===== src/rtl/frame_buf_pkg.sv =====
// Shared encodings and defaults for the stereo frame buffer write path.
package frame_buf_pkg;

  typedef enum logic [1:0] {
    ST_IDLE  = 2'b00,
    ST_GNT_L = 2'b01,
    ST_GNT_R = 2'b10
  } arb_state_t;

  localparam logic [1:0] GNT_NONE  = 2'b00;
  localparam logic [1:0] GNT_LEFT  = 2'b01;
  localparam logic [1:0] GNT_RIGHT = 2'b10;

  localparam logic ASSERT   = 1'b1;
  localparam logic DEASSERT = 1'b0;

  // Encoding of the round-robin "last served" pointer.
  localparam logic SIDE_L = 1'b0;
  localparam logic SIDE_R = 1'b1;

  localparam int DEF_BUF_SIZE    = 307200;
  localparam int DEF_BASE_ADDR_L = 2;
  localparam int DEF_BASE_ADDR_R = 307202;

endpackage


===== src/rtl/frame_wr_arb_addr_gen.sv =====
// Per-stream frame address generator: offset within one frame region,
// restart on sof, wrap at the end of the frame and a registered frame_done pulse.
module frame_addr_gen
  import frame_buf_pkg::*;
#(
  parameter int ADDR_WIDTH = 29,
  parameter int BUF_SIZE   = DEF_BUF_SIZE
) (
  input  logic                  wr_clk,
  input  logic                  reset,
  input  logic [ADDR_WIDTH-1:0] i_base,
  input  logic                  i_beat,
  input  logic                  i_sof,
  output logic [ADDR_WIDTH-1:0] o_addr,
  output logic                  o_frame_done
);

  localparam logic [ADDR_WIDTH-1:0] LAST_OFF = ADDR_WIDTH'(BUF_SIZE - 1);

  logic [ADDR_WIDTH-1:0] r_off;
  logic                  r_frame_done;
  logic [ADDR_WIDTH-1:0] w_off_cur;
  logic                  w_wrap;

  // sof forces the presented beat to offset 0 even before it is accepted,
  // so the address stays stable across a stall.
  assign w_off_cur    = i_sof ? '0 : r_off;
  assign w_wrap       = (w_off_cur == LAST_OFF);
  assign o_addr       = i_base + w_off_cur;
  assign o_frame_done = r_frame_done;

  always_ff @(posedge wr_clk) begin
    if (reset) begin
      r_off        <= '0;
      r_frame_done <= DEASSERT;
    end else begin
      r_frame_done <= (i_beat && w_wrap) ? ASSERT : DEASSERT;
      if (i_beat) begin
        r_off <= w_wrap ? '0 : w_off_cur + 1'b1;
      end
    end
  end

endmodule


===== src/rtl/frame_wr_arb.sv =====
// Two-requester round-robin write arbiter sharing one memory write port
// between the left and right camera streams, with per-stream frame addressing.
module frame_wr_arb
  import frame_buf_pkg::*;
#(
  parameter int DATA_WIDTH  = 32,
  parameter int ADDR_WIDTH  = 29,
  parameter int BASE_ADDR_L = DEF_BASE_ADDR_L,
  parameter int BASE_ADDR_R = DEF_BASE_ADDR_R,
  parameter int BUF_SIZE    = DEF_BUF_SIZE,
  parameter int BURST_LEN   = 8
) (
  input  logic                  wr_clk,
  input  logic                  reset,
  input  logic                  i_req_l,
  input  logic                  i_req_r,
  input  logic [DATA_WIDTH-1:0] i_data_l,
  input  logic [DATA_WIDTH-1:0] i_data_r,
  input  logic                  i_sof_l,
  input  logic                  i_sof_r,
  output logic                  o_ack_l,
  output logic                  o_ack_r,
  output logic                  o_mem_wr_en,
  input  logic                  i_mem_wr_rdy,
  output logic [ADDR_WIDTH-1:0] o_mem_addr,
  output logic [DATA_WIDTH-1:0] o_mem_data,
  output logic                  o_frame_done_l,
  output logic                  o_frame_done_r,
  output logic [1:0]            o_gnt,
  output logic [1:0]            o_dbg_state
);

  // Handshake: a requester holds req/data/sof stable until it sees ack in the
  // same cycle; a beat moves on the clock edge where req, grant and
  // mem_wr_rdy are all high. mem_wr_rdy low is a pure stall.

  localparam int                    CNT_W     = $clog2(BURST_LEN + 1);
  localparam logic [CNT_W-1:0]      BURST_MAX = CNT_W'(BURST_LEN);
  localparam logic [ADDR_WIDTH-1:0] BASE_L    = ADDR_WIDTH'(BASE_ADDR_L);
  localparam logic [ADDR_WIDTH-1:0] BASE_R    = ADDR_WIDTH'(BASE_ADDR_R);

  if (longint'(BASE_ADDR_L) + longint'(BUF_SIZE) > (longint'(1) << ADDR_WIDTH)) begin : g_chk_l
    $error("frame_wr_arb: left frame region exceeds the address space");
  end
  if (longint'(BASE_ADDR_R) + longint'(BUF_SIZE) > (longint'(1) << ADDR_WIDTH)) begin : g_chk_r
    $error("frame_wr_arb: right frame region exceeds the address space");
  end

  arb_state_t        r_state, w_next_state;
  logic              r_last, w_next_last;
  logic [CNT_W-1:0]  r_beat_cnt, w_next_cnt;
  logic [CNT_W-1:0]  w_cnt_inc;
  logic              w_req_gnt, w_req_other, w_beat;
  logic              w_ack_l, w_ack_r;
  logic [ADDR_WIDTH-1:0] w_addr_l, w_addr_r;

  always_comb begin
    w_req_gnt   = DEASSERT;
    w_req_other = DEASSERT;
    case (r_state)
      ST_GNT_L: begin w_req_gnt = i_req_l; w_req_other = i_req_r; end
      ST_GNT_R: begin w_req_gnt = i_req_r; w_req_other = i_req_l; end
      default:  ;
    endcase
  end

  assign w_beat    = w_req_gnt && i_mem_wr_rdy && !reset;
  assign w_ack_l   = (r_state == ST_GNT_L) && w_beat;
  assign w_ack_r   = (r_state == ST_GNT_R) && w_beat;
  assign w_cnt_inc = r_beat_cnt + 1'b1;

  always_comb begin
    w_next_state = r_state;
    w_next_last  = r_last;
    w_next_cnt   = r_beat_cnt;
    case (r_state)
      ST_IDLE: begin
        if (i_req_l && (!i_req_r || r_last == SIDE_R)) begin
          w_next_state = ST_GNT_L;
        end else if (i_req_r) begin
          w_next_state = ST_GNT_R;
        end
      end
      ST_GNT_L, ST_GNT_R: begin
        if (w_beat) begin
          w_next_last = (r_state == ST_GNT_L) ? SIDE_L : SIDE_R;
          w_next_cnt  = w_cnt_inc;
        end
        // Burst end with nobody else waiting keeps the grant with a fresh count.
        if (!w_req_gnt || (w_beat && w_cnt_inc == BURST_MAX)) begin
          w_next_cnt = '0;
          if (w_req_other) begin
            w_next_state = (r_state == ST_GNT_L) ? ST_GNT_R : ST_GNT_L;
          end else if (!w_req_gnt) begin
            w_next_state = ST_IDLE;
          end
        end
      end
      default: w_next_state = ST_IDLE;
    endcase
  end

  always_ff @(posedge wr_clk) begin
    if (reset) begin
      r_state    <= ST_IDLE;
      r_last     <= SIDE_R;
      r_beat_cnt <= '0;
    end else begin
      r_state    <= w_next_state;
      r_last     <= w_next_last;
      r_beat_cnt <= w_next_cnt;
    end
  end

  always_comb begin
    o_gnt = GNT_NONE;
    case (r_state)
      ST_GNT_L: o_gnt = GNT_LEFT;
      ST_GNT_R: o_gnt = GNT_RIGHT;
      default:  o_gnt = GNT_NONE;
    endcase
  end

  assign o_dbg_state = r_state;
  assign o_ack_l     = w_ack_l;
  assign o_ack_r     = w_ack_r;
  assign o_mem_wr_en = w_req_gnt && !reset;
  assign o_mem_data  = (r_state == ST_GNT_R) ? i_data_r : i_data_l;
  assign o_mem_addr  = (r_state == ST_GNT_R) ? w_addr_r : w_addr_l;

  frame_addr_gen #(
    .ADDR_WIDTH (ADDR_WIDTH),
    .BUF_SIZE   (BUF_SIZE)
  ) u_addr_l (
    .wr_clk       (wr_clk),
    .reset        (reset),
    .i_base       (BASE_L),
    .i_beat       (w_ack_l),
    .i_sof        (i_sof_l),
    .o_addr       (w_addr_l),
    .o_frame_done (o_frame_done_l)
  );

  frame_addr_gen #(
    .ADDR_WIDTH (ADDR_WIDTH),
    .BUF_SIZE   (BUF_SIZE)
  ) u_addr_r (
    .wr_clk       (wr_clk),
    .reset        (reset),
    .i_base       (BASE_R),
    .i_beat       (w_ack_r),
    .i_sof        (i_sof_r),
    .o_addr       (w_addr_r),
    .o_frame_done (o_frame_done_r)
  );

endmodule


===== config.mk =====
export PLATFORM = sky130hd
export DESIGN_NAME = frame_wr_arb
export DESIGN_NICKNAME = d
export VERILOG_FILES = /design/src/rtl/frame_buf_pkg.sv /design/src/rtl/frame_wr_arb_addr_gen.sv /design/src/rtl/frame_wr_arb.sv
export SDC_FILE = /design/constraint.sdc
export NUM_CORES = 1
export LEC_CHECK = 0
export CAP_MARGIN = 20
export CORE_UTILIZATION = 47
export CTS_BUF_LIST = sky130_fd_sc_hd__clkbuf_2
export DETAILED_ROUTE_END_ITERATION = 12
export GPL_ROUTABILITY_DRIVEN = 0
export GPL_TIMING_DRIVEN = 0
export PLACE_DENSITY = 0.87
export SETUP_SLACK_MARGIN = 0.5
export SYNTH_ARGS = -nofsm -noshare
export SYNTH_HDL_FRONTEND = slang
export SYNTH_SLANG_ARGS = --single-unit

===== constraint.sdc =====
create_clock -name wr_clk -period 4.4 [get_ports wr_clk]
set_input_delay 1.1 -clock wr_clk [delete_from_list [all_inputs] [get_ports wr_clk]]
set_output_delay 1.1 -clock wr_clk [all_outputs]
set_load 0.02 [all_outputs]

==> impl_metrics.prom, run 1 <==
# TYPE chip_impl_metric gauge
chip_impl_info{name="outcome",value="finished, final reports clean"} 1
chip_impl_metric{name="finalClockSkew",unit="ns"} 0.0231
chip_impl_metric{name="antenna_cells",unit=""} 0
chip_impl_info{name="worst_path_dominant_cell_family",value="simple AND/OR/NAND/NOR gates"} 1
chip_impl_info{name="crit_path_start_kind",value="primary input"} 1
chip_impl_metric{name="worstSkewPairLatency",unit="ns"} 0.59
chip_impl_metric{name="post-route-util",unit="%"} 71.6
chip_impl_metric{name="timing.max_slew.rel_slack",unit="%"} 36.2
chip_impl_metric{name="syn-instance-count",unit=""} 810
chip_impl_info{name="worst_setup_path_startpoint",value="i_sof_l"} 1
chip_impl_metric{name="viasPerCell",unit=""} 6.43
chip_impl_metric{name="critPathRequiredTime",unit="ns"} 3.30
chip_impl_metric{name="synth_sequential_area_ratio",unit="%"} 23.0
chip_impl_metric{name="syn_nets",unit=""} 891
chip_impl_metric{name="post_route_cells_drive_above_1_share",unit="%"} 25.9
chip_impl_metric{name="drv_slew",unit=""} 0
chip_impl_metric{name="drt_pre_antenna_iters",unit=""} 7
chip_impl_metric{name="n_fill_cell",unit=""} 903
chip_impl_info{name="cp_slowest_cell",value="sky130_fd_sc_hd__or4_4"} 1
chip_impl_metric{name="stdcell_count",unit=""} 1185
chip_impl_metric{name="max_stage_delay",unit="ns"} 0.54
chip_impl_metric{name="die_height",unit="µm"} 113
chip_impl_metric{name="tightest_slew",unit="ns"} 0.947
chip_impl_metric{name="floorplan.die_area",unit="µm²"} 12900
chip_impl_info{name="timing.hold.worst.class",value="reg2reg"} 1
chip_impl_metric{name="static_leakage",unit="µW"} 0.00328
chip_impl_metric{name="timing.final.hold_violations",unit=""} 0
chip_impl_info{name="worst_hold_startpoint",value="u_addr_l.r_off[28]"} 1
chip_impl_metric{name="worst_voltage_drop_across_the_vdd_grid",unit="mV"} 0.112
chip_impl_metric{name="numPlacedInstances",unit=""} 1116
chip_impl_metric{name="crit_fanout",unit=""} 4
chip_impl_metric{name="route.final.wire_length",unit="mm"} 24.0
chip_impl_info{name="rsz0062_at_grt",value="yes"} 1
chip_impl_metric{name="hold_buffers",unit=""} 0
chip_impl_metric{name="grt_antenna_before_repair",unit=""} 0
chip_impl_metric{name="dieWidth",unit="µm"} 113
chip_impl_metric{name="yosys.cell_types.count",unit=""} 65
chip_impl_metric{name="initial_core_utilization",unit="%"} 48.4
chip_impl_metric{name="clkSinkCount",unit=""} 67
chip_impl_metric{name="finalNetCount",unit=""} 1095
chip_impl_info{name="timing.critical_path.cells",value="buf_8 > clkbuf_16 > clkbuf_16 > buf_12 > nor2b_4 > ha_4 > nand3_4 > or4_4 > nor3_4 > xnor2_1 > nor3_1 > a21o_1 > buf_6"} 1
chip_impl_info{name="crit_path_frequent_cell",value="sky130_fd_sc_hd__clkbuf_16"} 1
chip_impl_metric{name="post-dp-hpwl",unit="mm"} 16.3
chip_impl_info{name="timing_worst_setup_path_type",value="in2out"} 1
chip_impl_metric{name="clkTransAtPathRegs",unit="ns"} 0.19
chip_impl_metric{name="ioPinCount",unit=""} 141
chip_impl_metric{name="drv_cap",unit=""} 0
chip_impl_metric{name="port_buffers",unit=""} 138
chip_impl_metric{name="synth_warnings",unit=""} 0
chip_impl_metric{name="drc_errors",unit=""} 0
chip_impl_metric{name="worstPathArrival",unit="ns"} 3.27
chip_impl_metric{name="fin_tns_setup",unit="ns"} 0
chip_impl_metric{name="async_sr_flop_fraction",unit="%"} 0
chip_impl_metric{name="floorplan.core_area",unit="µm²"} 12100
chip_impl_metric{name="timing.final.crit_period",unit="ns"} 4.37
chip_impl_metric{name="cellPowerDensity",unit="nW/µm²"} 161
chip_impl_info{name="dominantRegCellSynth",value="sky130_fd_sc_hd__dfxtp_1"} 1
chip_impl_metric{name="syn-mean-instance-area",unit="µm²"} 7.21
chip_impl_metric{name="ys_seq_elements",unit=""} 67
chip_impl_metric{name="grt_use_total",unit="%"} 35.0
chip_impl_metric{name="wl_cell",unit="µm"} 20.3
chip_impl_metric{name="grt_pass1_vias",unit=""} 6725
chip_impl_info{name="crit-reg2reg-launch",value="u_addr_r.r_off[5]"} 1
chip_impl_metric{name="part_of_the_cycle_the_worst_path_needs",unit="%"} 99.4
chip_impl_metric{name="synth_enable_flop_cells",unit=""} 0
chip_impl_metric{name="total_congestion_overflow",unit=""} 0
chip_impl_metric{name="grt_first_pass_wirelength",unit="mm"} 34.7
chip_impl_info{name="clk_root_buffer_cell",value="sky130_fd_sc_hd__clkbuf_2"} 1
chip_impl_metric{name="cts.htree.levels",unit=""} 3
chip_impl_metric{name="mappedNetlistArea",unit="µm²"} 5840
chip_impl_metric{name="cts-root-to-sink-buffers",unit=""} 2
chip_impl_metric{name="antenna_violating_nets_post_route",unit=""} 0
chip_impl_info{name="tritoncts",value="built"} 1
chip_impl_metric{name="max_clock_freq",unit="MHz"} 229
chip_impl_metric{name="critPathBufInv",unit=""} 5
chip_impl_metric{name="area.growth.synth_to_final",unit="%"} 48.0
chip_impl_metric{name="placementRows",unit=""} 40
chip_impl_metric{name="cts_inserted_buffers",unit=""} 9
chip_impl_metric{name="setup-violations-final",unit=""} 0
chip_impl_metric{name="count_of_routing_violations_after_the_opening_detailed_route_iteration",unit=""} 1070
chip_impl_metric{name="vias",unit=""} 7617
chip_impl_metric{name="grt_max_degree",unit=""} 11
chip_impl_info{name="critPathCaptureType",value="output pin"} 1
==> flip-flops by register name (all words and copies together) (netlist names) <==
register and count:
u_addr_l.r_off 29, u_addr_r.r_off 29, r_beat_cnt 4, o_dbg_state 2, r_last 1, u_addr_l.o_frame_done 1, u_addr_r.o_frame_done 1
==> cell families after synthesis <==
family | share of synthesized area (%)
adder cells (fa/ha/maj) | 2.14
flip-flops | 23.0
AO/OA/AOI/OAI | 20.4
buffers and inverters | 6.24
multiplexers | 7.91
XOR/XNOR | 7.80
AND/OR/NAND/NOR | 32.5
==> final cells by class <==
class / instances / area (µm²) / area share (%)
inverter: 23 / 86.3 / 0.999
clock inverter: 4 / 43.8 / 0.507
timing repair buffer: 193 / 1740 / 20.2
multi-input combinational: 653 / 4700 / 54.4
buffer: 67 / 463 / 5.36
sequential: 67 / 1340 / 15.5
tap: 168 / 210 / 2.43
clock buffer: 10 / 50.0 / 0.579
==> cells in the final DEF, fill, tap and decap left out, types with 15 or more instances in the layout <==
master / Yosys / routed
sky130_fd_sc_hd__xnor2_1: 35 / 29
sky130_fd_sc_hd__dfxtp_1: 67 / 66
sky130_fd_sc_hd__nand4_1: 20 / 20
sky130_fd_sc_hd__clkdlybuf4s50_1: 0 / 75
sky130_fd_sc_hd__or3_1: 16 / 15
sky130_fd_sc_hd__nand2_1: 81 / 77
sky130_fd_sc_hd__buf_4: 2 / 64
sky130_fd_sc_hd__clkbuf_1: 50 / 20
sky130_fd_sc_hd__nor2_1: 71 / 64
sky130_fd_sc_hd__dlygate4sd2_1: 0 / 35
sky130_fd_sc_hd__nand3_1: 34 / 30
sky130_fd_sc_hd__clkbuf_2: 4 / 33
sky130_fd_sc_hd__mux2_2: 33 / 33
sky130_fd_sc_hd__o21ai_0: 63 / 55
sky130_fd_sc_hd__inv_1: 23 / 22
sky130_fd_sc_hd__nor3_1: 28 / 20
sky130_fd_sc_hd__xor2_1: 17 / 15
sky130_fd_sc_hd__nor2b_1: 21 / 18
sky130_fd_sc_hd__a21oi_1: 51 / 49
==> power breakdown <==
group | switching [µW] | leakage, µW | internal, µW
Clock | 250 | 0.0000651 | 124
Sequential | 3.29 | 0.000540 | 610
Combinational | 213 | 0.00267 | 192
Total | 466 | 0.00328 | 926
==> per-stage QoR <==
step	power [µW]	hold WS, ns	instance area [µm²]	setup slack, ns
global placement	1010	0.481	7660	-0.991
detailed placement	1010	0.495	7660	-1.02
floorplan	818	0.449	6070	0.335
global route	1430	0.537	8640	-0.0305
CTS	1360	0.512	8250	-0.0308
finish	1390	0.515	8640	0.0285
==> cells in the mapped netlist (all sizes together) (10+ instances only) <==
cell	n	area share [%]
mux2	33	6.4
clkbuf	54	3.6
xnor2	35	5.3
nor3	30	2.9
or3	17	1.9
nand2	81	5.2
o21ai	63	5.4
nand4	20	2.1
o22ai	13	1.4
nor2b	21	2.3
nor2	71	4.6
xor2	17	2.6
and3	11	1.2
a21oi	51	4.4
inv	23	1.5
ha	10	2.1
nor4	17	2.2
dfxtp	67	23
nand3	35	3.2
buf	13	1.2
a211oi	11	1.4
a31oi	12	1.3
==> path summary, 6_finish.rpt <==
kind                        end  slack (ns)  cells past startpoint
min          u_addr_l.r_off[28]        0.52                      2
min reg2reg  u_addr_l.r_off[28]        0.52                      2
max reg2reg  u_addr_r.r_off[27]        1.30                      8
max              o_mem_addr[23]        0.03                     13
==> tightest hold or removal path, stage by stage (launching register included) <==
cell and delay, ns:
sky130_fd_sc_hd__dfxtp_1 0.37, sky130_fd_sc_hd__inv_1 0.05, sky130_fd_sc_hd__o21ai_0 0.07
==> repair_timing <==
action | 4_1_cts | 5_1_grt
endpoints found under the setup margin | 82 | 29
pin swaps | 22 | 40
cloned | 0 | 1
setup buffers | 31 | 23
gates resized for setup | 217 | 93
==> routing by layer <==
layer | routed length [µm] | vias up | share of wire (%) | global-route usage (%)
li1 | - | 3346 | - | -
met1 | 8540 | 3509 | 36 | 42.0
met2 | 11100 | 629 | 46 | 59.1
met3 | 2960 | 133 | 12 | 7.65
met4 | 1390 | 0 | 5.8 | 17.6
met5 | 0 | - | 0 | 0
(Power assumes the default switching activity.)
==> inputs of run 2 (changes only) <==
CAP_MARGIN = not set   (was 20)
HOLD_SLACK_MARGIN = 0.1   (was not set)
==> results of run 2 <==
Same layout as run 1: the final DEF is identical, and so are final timing and power.
==> inputs of run 3 (changes only) <==
GPL_TIMING_DRIVEN = 1   (was 0)
==> impl_metrics.prom, run 3 (synthesis results as in run 1) <==
# TYPE chip_impl_metric gauge
chip_impl_info{name="outcome",value="finished, final reports clean"} 1
chip_impl_metric{name="die_height",unit="µm"} 113
chip_impl_info{name="final_cell_mix",value="sky130_fd_sc_hd__buf_4, sky130_fd_sc_hd__clkdlybuf4s50_1, sky130_fd_sc_hd__nand2_1, sky130_fd_sc_hd__nor2_1, sky130_fd_sc_hd__dfxtp_1"} 1
chip_impl_info{name="worst_hold_startpoint",value="u_addr_l.r_off[28]"} 1
chip_impl_metric{name="static_leakage",unit="µW"} 0.00314
chip_impl_metric{name="ff2ff_setup_slack",unit="ns"} 1.33
chip_impl_info{name="top_regs",value="u_addr_l.r_off (29), u_addr_r.r_off (29), r_beat_cnt (4)"} 1
chip_impl_metric{name="post-dp-hpwl",unit="mm"} 15.8
chip_impl_metric{name="cellPowerDensity",unit="nW/µm²"} 155
chip_impl_metric{name="min_delay_path_depth",unit=""} 2
chip_impl_metric{name="part_of_the_cycle_the_worst_path_needs",unit="%"} 94.5
chip_impl_metric{name="drt_pre_antenna_iters",unit=""} 9
chip_impl_metric{name="drc_errors",unit=""} 0
chip_impl_metric{name="worst_voltage_drop_across_the_vdd_grid",unit="mV"} 0.106
chip_impl_metric{name="antenna_violating_nets_post_route",unit=""} 0
chip_impl_metric{name="timing.max_slew.rel_slack",unit="%"} 15.7
chip_impl_metric{name="timing.final.hold_violations",unit=""} 0
chip_impl_metric{name="reg2reg_depth",unit=""} 9
chip_impl_metric{name="internal-power",unit="µW"} 885
chip_impl_metric{name="dieWidth",unit="µm"} 113
chip_impl_metric{name="floorplan.core_area",unit="µm²"} 12100
chip_impl_metric{name="grt_use_total",unit="%"} 33.5
chip_impl_info{name="worstReg2RegEnd",value="u_addr_l.r_off[19]"} 1
chip_impl_metric{name="cts.htree.levels",unit=""} 3
chip_impl_info{name="hold_path_end",value="u_addr_l.r_off[28]"} 1
chip_impl_metric{name="port_buffers",unit=""} 140
chip_impl_metric{name="finalClockSkew",unit="ns"} 0.0528
chip_impl_metric{name="grt_first_pass_wirelength",unit="mm"} 34.1
chip_impl_metric{name="drv_cap",unit=""} 0
chip_impl_metric{name="worstSkewPairLatency",unit="ns"} 0.59
chip_impl_metric{name="post_route_cells_drive_above_1_share",unit="%"} 25.8
chip_impl_metric{name="power_frac_clock",unit="%"} 23.5
chip_impl_info{name="critPathCaptureType",value="output pin"} 1
chip_impl_metric{name="holdWs",unit="ns"} 0.509
chip_impl_metric{name="power_frac_seq",unit="%"} 46.4
chip_impl_metric{name="clkSinkCount",unit=""} 67
chip_impl_metric{name="sw_frac_of_total",unit="%"} 33.2
chip_impl_metric{name="area.growth.synth_to_final",unit="%"} 46.3
chip_impl_metric{name="floorplan.die_area",unit="µm²"} 12900
chip_impl_metric{name="grt_pass1_vias",unit=""} 6882
chip_impl_metric{name="tightest_slew",unit="ns"} 1.26
chip_impl_metric{name="vias",unit=""} 7240
chip_impl_metric{name="grt_use_met1",unit="%"} 38.8
chip_impl_metric{name="cts_inserted_buffers",unit=""} 9
chip_impl_metric{name="setup-violations-final",unit=""} 0
chip_impl_metric{name="timing.final.crit_period",unit="ns"} 4.16
chip_impl_metric{name="route.final.wire_length",unit="mm"} 21.8
chip_impl_metric{name="max_clock_freq",unit="MHz"} 240
chip_impl_metric{name="wl_cell",unit="µm"} 18.5
chip_impl_metric{name="hold_buffers",unit=""} 0
chip_impl_info{name="timing.hold.worst.class",value="reg2reg"} 1
chip_impl_info{name="busiest_layer",value="met2"} 1
chip_impl_metric{name="crit_fanout",unit=""} 5
chip_impl_metric{name="viasPerCell",unit=""} 6.14
chip_impl_metric{name="cts-root-to-sink-buffers",unit=""} 2
chip_impl_metric{name="count_of_routing_violations_after_the_opening_detailed_route_iteration",unit=""} 702
chip_impl_metric{name="power.switching",unit="µW"} 440
chip_impl_metric{name="grtUsageMet3",unit="%"} 6.64
chip_impl_info{name="clk_root_buffer_cell",value="sky130_fd_sc_hd__clkbuf_2"} 1
chip_impl_info{name="tritoncts",value="built"} 1
chip_impl_metric{name="drv_slew",unit=""} 0
chip_impl_metric{name="grt_max_degree",unit=""} 41
chip_impl_metric{name="post-route-util",unit="%"} 70.8
chip_impl_metric{name="initial_core_utilization",unit="%"} 48.4
chip_impl_metric{name="finalNetCount",unit=""} 1087
chip_impl_metric{name="placementRows",unit=""} 40
chip_impl_metric{name="ioPinCount",unit=""} 141
chip_impl_metric{name="gr-usage-met2",unit="%"} 59.1
chip_impl_metric{name="critPathRequiredTime",unit="ns"} 3.30
chip_impl_info{name="rsz0062_at_grt",value="yes"} 1
chip_impl_info{name="timing_worst_setup_path_type",value="in2out"} 1
chip_impl_info{name="crit_path_start_kind",value="primary input"} 1
chip_impl_info{name="crit-reg2reg-launch",value="o_dbg_state[1]"} 1
chip_impl_metric{name="clkTransAtPathRegs",unit="ns"} 0.20
chip_impl_metric{name="p_comb_share",unit="%"} 30.1
chip_impl_info{name="final_common_cell",value="sky130_fd_sc_hd__buf_4"} 1
chip_impl_metric{name="worstPathArrival",unit="ns"} 3.06
chip_impl_metric{name="total_congestion_overflow",unit=""} 0
chip_impl_metric{name="grt_antenna_before_repair",unit=""} 1
==> run 3: changes by cell type in the layout (fill, tap and decap cells not counted), moves of 6 or more <==
cell,delta
sky130_fd_sc_hd__buf_4,+49
sky130_fd_sc_hd__clkbuf_1,-20
sky130_fd_sc_hd__buf_2,-12
sky130_fd_sc_hd__clkbuf_2,-21
sky130_fd_sc_hd__clkbuf_4,-6
sky130_fd_sc_hd__clkdlybuf4s50_1,+31
sky130_fd_sc_hd__dlygate4sd2_1,-26
==> run 3: layer usage <==
| layer | vias to the layer above | share of wire [%] |
|---|---|---|
| met5 | - | 0 |
| met2 | 457 | 50 |
| met1 | 3383 | 37 |
| met4 | 0 | 3.6 |
| li1 | 3330 | - |
| met3 | 70 | 9.1 |
==> run 3: power by group through the flow <==
stage          sequential (µW)  combinational, µW  clock (µW)
4_1_cts                    614                391         313
3_5_place_dp               626                380           0
6_report                   614                399         312
5_1_grt                    616                416         343
2_1_floorplan              627                191           0
3_3_place_gp               626                375           0
==> run 3: worst max path at each step <==
stage	slack, ns	startpoint	endpoint
final	0.24	i_sof_r	o_mem_addr[24]
after floorplan	0.33	i_sof_l	o_mem_addr[27]
after detailed placement	-0.42	i_sof_l	o_mem_addr[27]
after CTS	0.35	i_sof_l	o_mem_addr[23]
after global routing	0.17	i_sof_r	o_mem_addr[24]
after global placement	-0.36	i_sof_r	o_mem_addr[25]
==> run 3: per-stage QoR <==
step / setup WS [ns] / total power (µW) / cell area (µm²) / instances / setup TNS, ns
floorplan: 0.335 / 818 / 6070 / 810 / 0
global placement: -0.358 / 1000 / 8030 / 1143 / -6.59
detailed placement: -0.424 / 1010 / 8030 / 1143 / -9.33
CTS: 0.353 / 1320 / 8340 / 1171 / 0
global route: 0.170 / 1370 / 8540 / 1179 / 0
finish: 0.241 / 1330 / 8540 / 1179 / 0
==> run 3: layout make-up <==
cell class              count  area [µm²]
clock buffers              11        55.1
well taps                 168         210
flip-flops and latches     67        1340
inverters                  23        86.3
diodes                      1        2.50
multi-input cells         653        4550
fillers                   917        3520
repair buffers            252        2270
clock inverters             4        18.8
==> run 3: worst max-delay path, stage by stage <==
cell and delay (ns):
sky130_fd_sc_hd__buf_6 0.09, sky130_fd_sc_hd__buf_8 0.11, sky130_fd_sc_hd__nand4b_1 0.24, sky130_fd_sc_hd__buf_4 0.21
sky130_fd_sc_hd__nor4_4 0.31, sky130_fd_sc_hd__a211oi_2 0.16, sky130_fd_sc_hd__buf_4 0.20, sky130_fd_sc_hd__nor3_4 0.20
sky130_fd_sc_hd__xnor2_1 0.10, sky130_fd_sc_hd__a21oi_1 0.18, sky130_fd_sc_hd__buf_4 0.17
==> run 3: repair_timing <==
| item | CTS | global route |
|---|---|---|
| gates resized for setup | 162 | 41 |
| endpoints found under the setup margin | 75 | 23 |
| setup buffers | 13 | 7 |
| pin swaps | 38 | 29 |
